### src/rtl/timera_prediv.sv
// timera_prediv: clock-source selector and prescaler for Timer_A.
// Four asynchronous sources are synchronized into MCLK, and a rising-edge pulse is
// taken from the source selected by TASSEL. Those rises are divided by
// N = (2^ID)*(IDEX+1), which ranges over 1..64.
//
// Ports:
//   MCLK        system clock; all logic runs on its rising edge
//   reset       asynchronous active-low reset
//   TAxCLK, ACLK, SMCLK, INCLK   asynchronous timer clock sources
//   wTACLR      synchronous prescaler clear (one-MCLK pulse)
//   TASSEL[1:0] source select (00 TAxCLK, 01 ACLK, 10 SMCLK, 11 INCLK)
//   ID[1:0]     first divider /1,/2,/4,/8
//   IDEX[2:0]   second divider /(IDEX+1)
//   TimerClock  divided clock level (registered)
//   TimerTick   one-cycle count enable for each TimerClock rising event (registered)
//
// Optional feature, enabled by defining TIMERA_PREDIV_DBG_EN:
//   PreDivCount[5:0] = prescaler count, PreDivN[6:0] = current divide ratio.
module timera_prediv #(
  parameter int unsigned SYNC_STAGES = 2
) (
  input  logic       MCLK,
  input  logic       reset,
  input  logic       TAxCLK,
  input  logic       ACLK,
  input  logic       SMCLK,
  input  logic       INCLK,
  input  logic       wTACLR,
  input  logic [1:0] TASSEL,
  input  logic [1:0] ID,
  input  logic [2:0] IDEX,
  output logic       TimerClock,
  output logic       TimerTick
`ifdef TIMERA_PREDIV_DBG_EN
  ,
  output logic [5:0] PreDivCount,
  output logic [6:0] PreDivN
`endif
);

  localparam int unsigned NSRC = 4;
  localparam int unsigned SS   = (SYNC_STAGES < 2) ? 2 : SYNC_STAGES;
  localparam int unsigned CW   = 6;
  localparam int unsigned NW   = 7;

  logic [NSRC-1:0]         src;
  logic [NSRC-1:0][SS-1:0] sync_q;
  logic [NSRC-1:0]         lvl;
  logic [NSRC-1:0]         prev_q;
  logic [NSRC-1:0]         rise;
  logic                    sel_rise;
  logic                    sel_lvl;
  logic [NW-1:0]           n_div;
  logic [NW-1:0]           half;
  logic [CW-1:0]           n_m1;
  logic [CW-1:0]           cnt_q, cnt_d;
  logic                    clk_q, clk_d;
  logic                    tick_q, tick_d;

  assign src = {INCLK, SMCLK, ACLK, TAxCLK};

  // Per-source synchronizer chain plus previous-sample flop
  always_ff @(posedge MCLK or negedge reset) begin
    if (!reset) begin
      sync_q <= '0;
      prev_q <= '0;
    end else begin
      for (int i = 0; i < NSRC; i++) begin
        sync_q[i] <= {sync_q[i][SS-2:0], src[i]};
      end
      prev_q <= lvl;
    end
  end

  // Synchronized levels and rising-edge pulses
  always_comb begin
    lvl = '0;
    for (int i = 0; i < NSRC; i++) begin
      lvl[i] = sync_q[i][SS-1];
    end
  end

  assign rise = lvl & ~prev_q;

  // Edge pulses (not levels) are muxed so that a select change cannot fabricate an edge
  assign sel_rise = rise[TASSEL];
  assign sel_lvl  = lvl[TASSEL];

  // Divide ratio N, N-1 (terminal count) and ceil(N/2) (high-phase length)
  assign n_div = NW'(({4'd0, IDEX} + 7'd1) << ID);
  assign n_m1  = CW'(n_div - NW'(1));
  assign half  = NW'((n_div + NW'(1)) >> 1);

  // Prescaler next state
  always_comb begin
    cnt_d  = cnt_q;
    clk_d  = clk_q;
    tick_d = 1'b0;
    if (wTACLR) begin
      cnt_d = n_m1;
      clk_d = 1'b0;
    end else begin
      if (sel_rise) begin
        // >= rather than == so that a shrunken N wraps instead of running to 63
        if (cnt_q >= n_m1) begin
          cnt_d  = '0;
          tick_d = 1'b1;
        end else begin
          cnt_d = cnt_q + CW'(1);
        end
      end
      if (n_div == NW'(1)) begin
        clk_d = sel_lvl;
      end else if (sel_rise) begin
        clk_d = ({1'b0, cnt_d} < half);
      end
    end
  end

  // Prescaler registers; all-ones count is >= any N-1, so the first rise after reset wraps
  always_ff @(posedge MCLK or negedge reset) begin
    if (!reset) begin
      cnt_q  <= '1;
      clk_q  <= 1'b0;
      tick_q <= 1'b0;
    end else begin
      cnt_q  <= cnt_d;
      clk_q  <= clk_d;
      tick_q <= tick_d;
    end
  end

  assign TimerClock = clk_q;
  assign TimerTick  = tick_q;

`ifdef TIMERA_PREDIV_DBG_EN
  assign PreDivCount = cnt_q;
  assign PreDivN     = n_div;
`endif

endmodule

### config.mk
export PLATFORM = sky130hd
export DESIGN_NAME = timera_prediv
export DESIGN_NICKNAME = d
export VERILOG_FILES = /design/src/rtl/timera_prediv.sv
export SDC_FILE = /design/constraint.sdc
export NUM_CORES = 1
export LEC_CHECK = 0
export ABC_AREA = 1
export CAP_MARGIN = 0
export CORE_MARGIN = 2
export CORE_UTILIZATION = 40
export DETAILED_ROUTE_END_ITERATION = 8
export PLACE_DENSITY = 0.67
export RECOVER_POWER = 100
export SKIP_LAST_GASP = 1
export SYNTH_ARGS = -nofsm -noshare
export SYNTH_HDL_FRONTEND = slang
export SYNTH_SLANG_ARGS = --single-unit
### constraint.sdc
create_clock -name MCLK -period 2.7 [get_ports MCLK]
set_input_delay 0.54 -clock MCLK [delete_from_list [all_inputs] [get_ports MCLK]]
set_output_delay 0.54 -clock MCLK [all_outputs]
set_load 0.01 [all_outputs]
# Word-level counts from Yosys, hierarchy flattened

Index checks and enable logic that the tools add are counted.

Word-level logic and storage cells: 34
Output and inout port bits: 2
Flip-flop bits (word level): 20
Input port bits: 14

Shift-type cells: 1
Bitwise logic cells: 2
Reduce and logical (&&, ||, !) cells: 1
Equal/unequal tests: 1
$lt $le $gt $ge: 3
Muxes and demuxes: 14
Add/subtract/negate cells: 4

Operators by type and width:

| kind                | count |
|---|---|
| $mux 6              | 4 |
| $mux 1              | 8 |
| $add 7x1->7 const B | 1 |
| $eq 7x1->1 const B  | 1 |
| $shl 4x2->7         | 1 |
| $add 6x1->6 const B | 1 |
| $ge 6x6->1          | 1 |
| $lt 6x6->1          | 1 |
| $sub 6x1->6 const B | 1 |
| $add 3x1->4 const B | 1 |
| $and 4x4->4         | 1 |
| $bmux 1 s2          | 2 |
| $not 4->4           | 1 |
| $lt 2x3->1 const B  | 1 |
| $reduce_bool 3->1   | 1 |

# Depth between registers and ports, before layout

Gate-level depths: netlist (run 1).

Depth after elaboration: 11
Gate-level depth with buffers: 25
Gate-level depth less buffers: 25

# Worst setup path before layout (run 1)

Ideal clock, no wire load.

Kind: input to register
Start point: input port IDEX[0]
End point: register clk_q (netlist: TimerClock)
Data required time: 2,635 ps
Arrival time: 3,365 ps
Library setup time: 65 ps
Path slack: -730 ps
Path buffers: 0
Cell stages on the path: 24
Path through: ha_1 -> xnor2_1 -> o21ai_2 -> o21ai_4 -> inv_2 -> nor2_4 -> nand2_2 -> xor2_1 -> inv_1 -> ha_1 -> nand2_1 -> inv_1 -> a21oi_1 -> nand2_1 -> nand2_1 -> and3_1 -> ha_1 -> a21oi_1 -> nor2_1 -> a211oi_1 -> nand2_1 -> nand2_1 -> nand2_1 -> nand2_1

Cells in the longest elaborated chain, start to end: 11
Elaborated cells on any way between the ends: 14
Classes of those cells: 3 x add/sub; 2 x order compare; 1 x eq/ne; 1 x shift; 6 x mux; 1 x reduce/logical

Ends and longest elaborated chain:

| element                | RTL line | source |
|---|---|---|
| start: declaration     | 31       | `input logic [2:0] IDEX,` |
| $add 3x1->4 (*)        | 90       | `assign n_div = NW'(({4'd0, IDEX} + 7'd1) << ID);` |
| $shl 4x2->7 (*)        | 90       |  |
| $sub 6x1->6            | 91       | `assign n_m1 = CW'(n_div - NW'(1));` |
| $ge 6x6->1             | 105      | `if (cnt_q >= n_m1) begin` |
| $mux 6                 | 105      |  |
| $mux 6                 | 103      | `if (sel_rise) begin` |
| $mux 6                 | 99       | `if (wTACLR) begin` |
| $lt 6x6->1             | 115      | `clk_d = ({1'b0, cnt_d} < half);` |
| $mux 1                 | 114      | `end else if (sel_rise) begin` |
| $mux 1                 | 112      | `if (n_div == NW'(1)) begin` |
| $mux 1                 | 99       |  |
| end signal: assignment | 128      | `clk_q <= clk_d;` |
| end: declaration       | 57       | `logic clk_q, clk_d;` |

Every way passes the cells marked *; elsewhere a longest branch is shown, timed or not. The select of a mux whose other input is x is not followed.
A chain may end at the register's enable or synchronous reset.

# Worst setup path in the final report (run 1)

Start point: input port IDEX[1]
End point: register clk_q (netlist: TimerClock)

Same word-level chain as after synthesis.

==> results.cfg, run 1 <==
[routing]
routed_wl_um = 3590
wl_met1_um = 1610
viasPerCell = 4.81
vias = 1442
drt-initial-drc-count = 71
dr_wl_met2_um = 1790
dr.pass1.iters = 4
wl_per_cell_um = 12.0
top_layer_used = met4
ant_nets = 0
remaining_drc_errors = 0
route.met3.wl_um = 117

[sta]
max_freq_mhz = 299
min_period_over_period_pct = 124
period_needed_ns = 3.35
skew_ns = 0.00321
fin_tns_setup_ns = -0.999
hold_viol_final = 0
slew-limit-headroom_pct = 29.8
setup_ws_ns = -0.646
slew_violations = 0
rsz0062_at_grt = true
holdWs_ns = 0.350
final-setup-viol-count = 4
worst_pin_slew_ns = 1.05

[clocking]
htreeDepth = 1
cts_buffer_depth = 2
clock-sinks = 20
cts_tree = yes
cts_hold_buf = 0
clkTransAtPathRegs_ns = 0.07
clk_latency_ns = 0.26
cts_buffers = 3
cts-root-buf = clkbuf_8

[die]
dieArea_mm2 = 0.00419
coreArea_mm2 = 0.00361
die_h_um = 64.7
start_util_pct = 40.9
io_pins = 16
fp.dieW_um = 64.7
rows = 22

[worst_setup_path]
end_kind = register
required_ns = 2.90
startpoint_type = input pin
crit_path_frequent_cell = nand2_1
cp_max_fo = 4
cp.buffers_inverters = 6
max_stage_delay_ns = 0.28
cp_data_arrival_time_ns = 3.55
cp_top_family = simple AND/OR/NAND/NOR gates
cp_slowest_cell = ha_1
critPathKind = input pin to register

[placement]
dp.cells = 282
hpwlAfterDp_um = 2590
port_buffers = 15
placed_area_mm2 = 0.00195
gp_congestion = 0.856

[cells_and_area]
syn_to_final_growth_pct = 50.9
fin_nets = 283
finalNonFillerCells = 300
antennaDiodeCount = 0
fin_area_mm2 = 0.00222
drive_gt1_share_pct = 40.9
fill_cells = 293

[pwr]
totalPowerFinal_w = 0.00121
vdd_ir_drop_max_mv = 0.365
power.leakage_nw = 1.10
powerDensity_mw_per_mm2 = 546

[yosys]
ys_seq_elements = 20
netlist_instances = 188
seq_area_frac_synth_pct = 34.5
yosys_warnings = 0
synth_nets = 218
ys_types = 29
syn_area_per_cell_um2 = 7.84
syn-cell-area_mm2 = 0.00147

[flow_run]
cap_violations = 0

[global_route]
grt_max_degree = 21
overflow = 0
grt_first_pass_wirelength_um = 6140
antenna_found_initial = 0
track_usage_pct = 18.9
grt_pass1_vias = 1350

[hold_path]
min_path_type = register to register

[outcome]
violations = negative setup slack
status = complete, but fails checks
-- synth_stat cells (all sizes together) --
master / count / area [µm²]
nand2: 60 / 235
inv: 23 / 86.3
nor2: 18 / 77.6
ha: 16 / 200
o21ai: 15 / 105
dfrtp: 14 / 350
nand3: 14 / 85.1
a21oi: 7 / 53.8
dfstp: 6 / 158
xor2: 5 / 43.8
nand3b: 3 / 26.3
a31oi: 2 / 18.8
a211oi: 1 / 7.51
and3: 1 / 6.26
buf: 1 / 7.51
clkinv: 1 / 3.75
xnor2: 1 / 8.76
-- cells by family after synthesis --
family / synth area share [%]
flip-flops: 34.5
AO/OA/AOI/OAI: 12.6
adder cells (fa/ha/maj): 13.6
buffers and inverters: 6.62
AND/OR/NAND/NOR: 29.2
XOR/XNOR: 3.57
-- layer usage --
metal  vias up  global-route usage, %
li1        734                      -
met1       666                   24.1
met2        32                   33.0
met3        10                   2.26
met4         0                   6.38
met5         -                      0
-- registers in the layout, indices dropped and copies added (netlist names) --
signal	cells
sync_q	4
TimerClock	1
prev_q	4
TimerTick	1
lvl	4
cnt_q	6
-- metrics by stage --
step                      utilization, %  setup WS, ns
after global placement              54.0         -1.27
after CTS                           59.3        -0.596
after floorplan                        -        -0.554
after detailed placement            54.0         -1.31
final                               61.7        -0.646
after global routing                61.7        -0.850
-- layout by cell type, fill, tap and decap left out, types with 2 or more instances in the layout --
cell type / count
ha_2: 2
xor2_1: 5
dlygate4sd3_1: 7
buf_4: 42
ha_1: 12
o21ai_1: 6
nand3b_1: 2
a21oi_1: 2
nor2_2: 4
inv_1: 20
buf_6: 4
nor2_1: 13
dfrtp_1: 14
nand3_2: 5
inv_2: 3
nand3_1: 9
o21ai_2: 3
clkdlybuf4s50_1: 3
a21oi_2: 4
nand2_1: 49
dfstp_2: 6
clkbuf_8: 3
o21ai_4: 4
o21ai_0: 2
ha_4: 2
nand2_2: 11
-- area by class of cell --
cell class	instances	area (µm²)	share of cell area, %
Timing Repair Buffer	61	504	22.7
Clock inverter	1	30.0	1.35
Inverter	24	90.1	4.05
Tap cell	48	60.1	2.70
Multi-Input combinational cell	143	991	44.5
Sequential cell	20	508	22.8
Clock buffer	3	41.3	1.86
-- path summary, 6_finish.rpt --
path | from | slack (ns) | cells after the start | end
max | IDEX[1] | -0.65 | 27 | TimerClock
min | sync_q[0] | 0.35 | 0 | lvl[0]
max reg2reg | cnt_q[0] | 0.19 | 21 | TimerClock
min reg2reg | sync_q[0] | 0.35 | 0 | lvl[0]
max in group asynchronous | reset | 1.09 | 2 | lvl[0]
min in group asynchronous | reset | 0.98 | 2 | lvl[1]
-- power breakdown --
group / switching [W] / total (W) / internal [W] / leakage (nW)
Combinational: 0.000270 / 0.000545 / 0.000274 / 0.839
Clock: 0.0000998 / 0.000298 / 0.000198 / 0.0357
Sequential: 0.0000286 / 0.000373 / 0.000344 / 0.230
-- repair_timing --
action,in CTS,in global routing
hold endpoints to repair,0,0
setup endpoints to repair,8,7
resized for setup,32,18
pin swaps,27,19
setup buffers,9,6
No activity file was read; power rests on OpenSTA's default activity.
==> run 2, diff against run 1 <==
--- a/config.mk
+++ b/config.mk
@@ -10,7 +10,7 @@
 export CORE_MARGIN = 2
 export CORE_UTILIZATION = 40
 export DETAILED_ROUTE_END_ITERATION = 8
-export PLACE_DENSITY = 0.67
+export PLACE_DENSITY_LB_ADDON = 0.12
 export RECOVER_POWER = 100
 export SKIP_LAST_GASP = 1
 export SYNTH_ARGS = -nofsm -noshare
==> run 2 against run 1 <==
Net effect:
- first-iteration DRC count down 18%
- largest cell class unchanged
- via count down 2.8%
- critical path depth down 2
- die area unchanged
- combinational power down 5.1%
- sequential share of layout area up 0.12 points
- final area down 0.51%
- largest power group unchanged
- highest routed layer unchanged
- count of clock-buffer cells in the layout unchanged
- register-to-register slack better by 0.07 ns
- clock power up 2%
- cell count down 2.7%
- the run still ends with negative setup slack left
==> results.cfg, run 2 (synthesis gave the netlist of run 1 again) <==
[outcome]
status = complete, but fails checks
violations = negative setup slack

[worst_setup_path]
cp_top_family = simple AND/OR/NAND/NOR gates
critPathKind = input pin to register
cp_data_arrival_time_ns = 3.39
startpoint_type = input pin
crit_path_frequent_cell = nand2_1
cp_slowest_cell = ha_1
required_ns = 2.90
reg2reg_slack_ns = 0.26
max_stage_delay_ns = 0.28
end_kind = register
cp.buffers_inverters = 2
cp_max_fo = 5

[sta]
holdWs_ns = 0.351
worst_pin_slew_ns = 1.08
hold_viol_final = 0
fin_tns_setup_ns = -0.561
slew-limit-headroom_pct = 27.8
setup_ws_ns = -0.492
period_needed_ns = 3.19
slew_violations = 0
final-setup-viol-count = 3
max_freq_mhz = 313
rsz0062_at_grt = true
skew_ns = 0.00797
min_period_over_period_pct = 118

[clocking]
clock-sinks = 20
htreeDepth = 1
cts_tree = yes
cts-root-buf = clkbuf_8
cts_buffers = 3
clkTransAtPathRegs_ns = 0.07
clk_latency_ns = 0.27
cts_buffer_depth = 2
cts_hold_buf = 0

[pwr]
p_switching_w = 0.000400
p_clk_share_pct = 25.4
totalPowerFinal_w = 0.00120
intPower_w = 0.000796
vdd_ir_drop_max_mv = 0.204
p_sw_share_pct = 33.4
power.leakage_nw = 1.06
pwr-share-comb_pct = 43.2
power_frac_seq_pct = 31.4
powerDensity_mw_per_mm2 = 541

[routing]
ant_nets = 0
routed_wl_um = 3380
remaining_drc_errors = 0
vias = 1402
wl_per_cell_um = 11.6
viasPerCell = 4.80
dr.pass1.iters = 5
drt-initial-drc-count = 58

[die]
dieArea_mm2 = 0.00419
start_util_pct = 40.9
die_h_um = 64.7
rows = 22
coreArea_mm2 = 0.00361
io_pins = 16
fp.dieW_um = 64.7

[cells_and_area]
regMostFlops = cnt_q
largest_reg_flops = 6
final_cell_mix = nand2_1, buf_4, inv_1
drive_gt1_share_pct = 41.4
syn_to_final_growth_pct = 50.2
final_common_cell = nand2_1
fill_cells = 325
finalNonFillerCells = 292
antennaDiodeCount = 0
fin_nets = 275

[global_route]
grt_pass1_vias = 1424
grt_first_pass_wirelength_um = 5930
antenna_found_initial = 0
track_usage_pct = 18.0
overflow = 0
grt_max_degree = 21

[placement]
hpwlAfterDp_um = 2560
dp_slack_ns = -1.31
gp_congestion = 0.951
dp.cells = 277
port_buffers = 15

[hold_path]
min_path_type = register to register

[flow_run]
cap_violations = 0
[run 2: changes by cell type in the layout (fill, tap and decap cells not counted), sizes merged]
cell,before,now
buf,48,40
clkbuf,4,5
clkdlybuf4s15,1,0
[run 2: metrics by stage]
step           util [%]  cell area (µm²)
2_1_floorplan         -             1500
6_report           61.4             2210
4_1_cts            57.6             2080
3_5_place_dp       52.9             1910
5_1_grt            61.4             2210
3_3_place_gp       52.9             1910
[run 2: path summary, 6_finish.rpt]
kind / startpoint / to / cells after the start
setup / recovery: IDEX[0] / TimerClock / 25
hold / removal: sync_q[0] / lvl[0] / 0
setup reg to reg: cnt_q[0] / TimerClock / 19
hold reg to reg: sync_q[0] / lvl[0] / 0
max in group asynchronous: reset / lvl[0] / 2
min in group asynchronous: reset / prev_q[3] / 2
[run 2: worst register-to-register path: cells and delay by family (launching register included)]
| family | cells | cell delay (ns) |
|---|---|---|
| AND/OR/NAND/NOR | 12 | 0.79 |
| adder cells (fa/ha/maj) | 2 | 0.57 |
| flip-flops | 1 | 0.55 |
| AO/OA/AOI/OAI | 3 | 0.35 |
| buffers and inverters | 2 | 0.12 |
[run 2: what timing repair did]
action                                  CTS  global route
buffers inserted                          9             3
pin swaps                                21            17
endpoints found under the setup margin    8             8
resized for setup                        25            28
[run 2: per-layer routing]
layer,track usage (%),routed length (µm),share of wire [%],up-vias
met1,22.0,1520,45,656
met2,30.7,1680,50,28
met4,10.9,90,2.7,0
met5,0,0,0,-
met3,1.22,91,2.7,8
li1,-,-,-,710
[run 2: cell type report]
| type | instances | area, µm² | area share [%] |
|---|---|---|---|
| clock buffers | 3 | 41.3 | 1.87 |
| clock inverters | 1 | 30.0 | 1.36 |
| inverters | 24 | 90.1 | 4.07 |
| multi-input cells | 143 | 1060 | 47.8 |
| flip-flops and latches | 20 | 508 | 23.0 |
| well taps | 48 | 60.1 | 2.71 |
| repair buffers | 53 | 427 | 19.3 |
[run 2: power groups by stage]
| stage | registers, W | clock network [W] | logic, W |
|---|---|---|---|
| final | 0.000376 | 0.000304 | 0.000517 |
| after global routing | 0.000381 | 0.000320 | 0.000584 |
| after CTS | 0.000373 | 0.000309 | 0.000455 |
| after detailed placement | 0.000376 | 0 | 0.000411 |
| after global placement | 0.000375 | 0 | 0.000400 |
| after floorplan | 0.000371 | 0 | 0.000257 |
==> run 3, diff against run 2 <==
==> constraint.sdc (replaced) <==
create_clock -name MCLK -period 3.9 [get_ports MCLK]
set_input_delay 0.78 -clock MCLK [delete_from_list [all_inputs] [get_ports MCLK]]
set_output_delay 0.78 -clock MCLK [all_outputs]
set_load 0.01 [all_outputs]
==> run 3 against run 2 <==
Net effect:
- the flow now finishes without violations
- core utilization is 2.1 points lower
- sequential cell count is the same
- first-iteration DRC count fell by 26%
- via count fell by 2.9%
- sequential power decreased by 31%
- non-clock buffer count decreased by 8
- global-route usage is 0.33 points lower
- cell count shrank 2.7%
- clock power is 32% lower
- worst hold slack improved by 0.0051 ns
- die area unchanged
- critical path type unchanged
- largest cell class unchanged
- largest power group unchanged
==> results.cfg, run 3 (synthesis gave the netlist of run 1 again) <==
[routing]
remaining_drc_errors = 0
vias = 1361
dr.pass1.iters = 4
viasPerCell = 4.79
wl_per_cell_um = 11.8
ant_nets = 0
drt-initial-drc-count = 43
routed_wl_um = 3360

[clocking]
cts_buffer_depth = 2
cts_hold_buf = 0
cts-root-buf = clkbuf_8
cts_tree = yes
clkTransAtPathRegs_ns = 0.07
clock-sinks = 20
htreeDepth = 1
cts_buffers = 3
clk_latency_ns = 0.26

[cells_and_area]
drive_gt1_share_pct = 34.7
syn_to_final_growth_pct = 45.1
largest_reg_flops = 6
final_cell_mix = nand2_1, buf_4, inv_1
final_common_cell = nand2_1
regMostFlops = cnt_q
fin_nets = 267
antennaDiodeCount = 0
fill_cells = 328

[placement]
gp_congestion = 0.848
dp_slack_ns = -0.472
hpwlAfterDp_um = 2590
port_buffers = 15

[sta]
holdWs_ns = 0.356
hold_viol_final = 0
skew_ns = 0.00408
slew-limit-headroom_pct = 38.6
worst_pin_slew_ns = 0.918
min_period_over_period_pct = 95.1
slew_violations = 0
final-setup-viol-count = 0
period_needed_ns = 3.71
max_freq_mhz = 270
setup_ws_ns = 0.192

[hold_path]
min_path_type = register to register

[worst_setup_path]
cp_max_fo = 5
startpoint_type = input pin
cp_data_arrival_time_ns = 3.91
required_ns = 4.10
end_kind = register
critPathKind = input pin to register

[pwr]
vdd_ir_drop_max_mv = 0.166
totalPowerFinal_w = 0.000810
powerDensity_mw_per_mm2 = 379
power.leakage_nw = 1.05

[die]
dieArea_mm2 = 0.00419
fp.dieW_um = 64.7
die_h_um = 64.7
rows = 22
io_pins = 16
coreArea_mm2 = 0.00361
start_util_pct = 40.9

[global_route]
grt_max_degree = 21
antenna_found_initial = 0
track_usage_pct = 17.6
overflow = 0
grt_pass1_vias = 1249
grt_first_pass_wirelength_um = 5630

[flow_run]
cap_violations = 0

[outcome]
status = completed
[run 3: final cells by class]
cell class	instances	area, µm²	area share [%]
multi-input cells	143	1030	48.0
flip-flops and latches	20	508	23.8
repair buffers	45	382	17.8
inverters	24	90.1	4.21
well taps	48	60.1	2.81
clock buffers	3	41.3	1.93
clock inverters	1	30.0	1.40
[run 3: timing repair]
action	4_1_cts	5_1_grt
resized for setup	7	28
cloned	0	0
buffers inserted	3	5
endpoints found under the setup margin	1	1
pin swaps	4	19
[run 3: worst max-delay path: stages]
cell,delay (ns)
clkdlybuf4s15_1,0.21
ha_4,0.19
xnor2_4,0.20
nand2_2,0.10
a21oi_4,0.19
a21oi_4,0.07
nor2_4,0.12
nand2_2,0.07
xor2_2,0.15
inv_1,0.06
ha_1,0.28
nand2_2,0.07
inv_1,0.04
a21oi_2,0.12
nand2_1,0.07
nand2_2,0.12
nand2_2,0.08
a31oi_4,0.19
ha_4,0.23
nand2_1,0.08
nor2_1,0.05
a211oi_1,0.20
nand2_1,0.07
nand2_1,0.06
nand2_1,0.04
nand2_1,0.05
[run 3: power breakdown]
part	total, W	switching, W	internal [W]
Sequential	0.000260	0.0000213	0.000238
Combinational	0.000343	0.000175	0.000168
Clock	0.000207	0.0000702	0.000137
[run 3: per-layer routing]
metal / routed length [µm] / vias up / track usage, %
met1: 1480 / 637 / 22.9
met5: 0 / - / 0
li1: - / 698 / -
met4: 80 / 0 / 9.57
met2: 1730 / 22 / 29.3
met3: 69 / 4 / 1.04
[run 3: final timing paths]
kind / startpoint / to / slack (ns) / depth (start not counted)
worst max-delay path: IDEX[0] / TimerClock / 0.19 / 26
worst min-delay path: sync_q[2] / lvl[1] / 0.36 / 0
worst max register to register: cnt_q[0] / TimerClock / 1.42 / 19
worst min register to register: sync_q[2] / lvl[1] / 0.36 / 0
max in group asynchronous: reset / prev_q[2] / 2.24 / 1
min in group asynchronous: reset / sync_q[6] / 1.10 / 1
[run 3: metrics by stage]
stage | area, µm² | setup TNS (ns) | instances | utilization (%)
global route | 2140 | -0.0527 | 284 | 59.3
floorplan | 1470 | 0 | 188 | -
CTS | 1960 | 0 | 279 | 54.4
detailed placement | 1840 | -0.472 | 272 | 51.1
finish | 2140 | 0 | 284 | 59.3
global placement | 1840 | -0.399 | 272 | 51.1
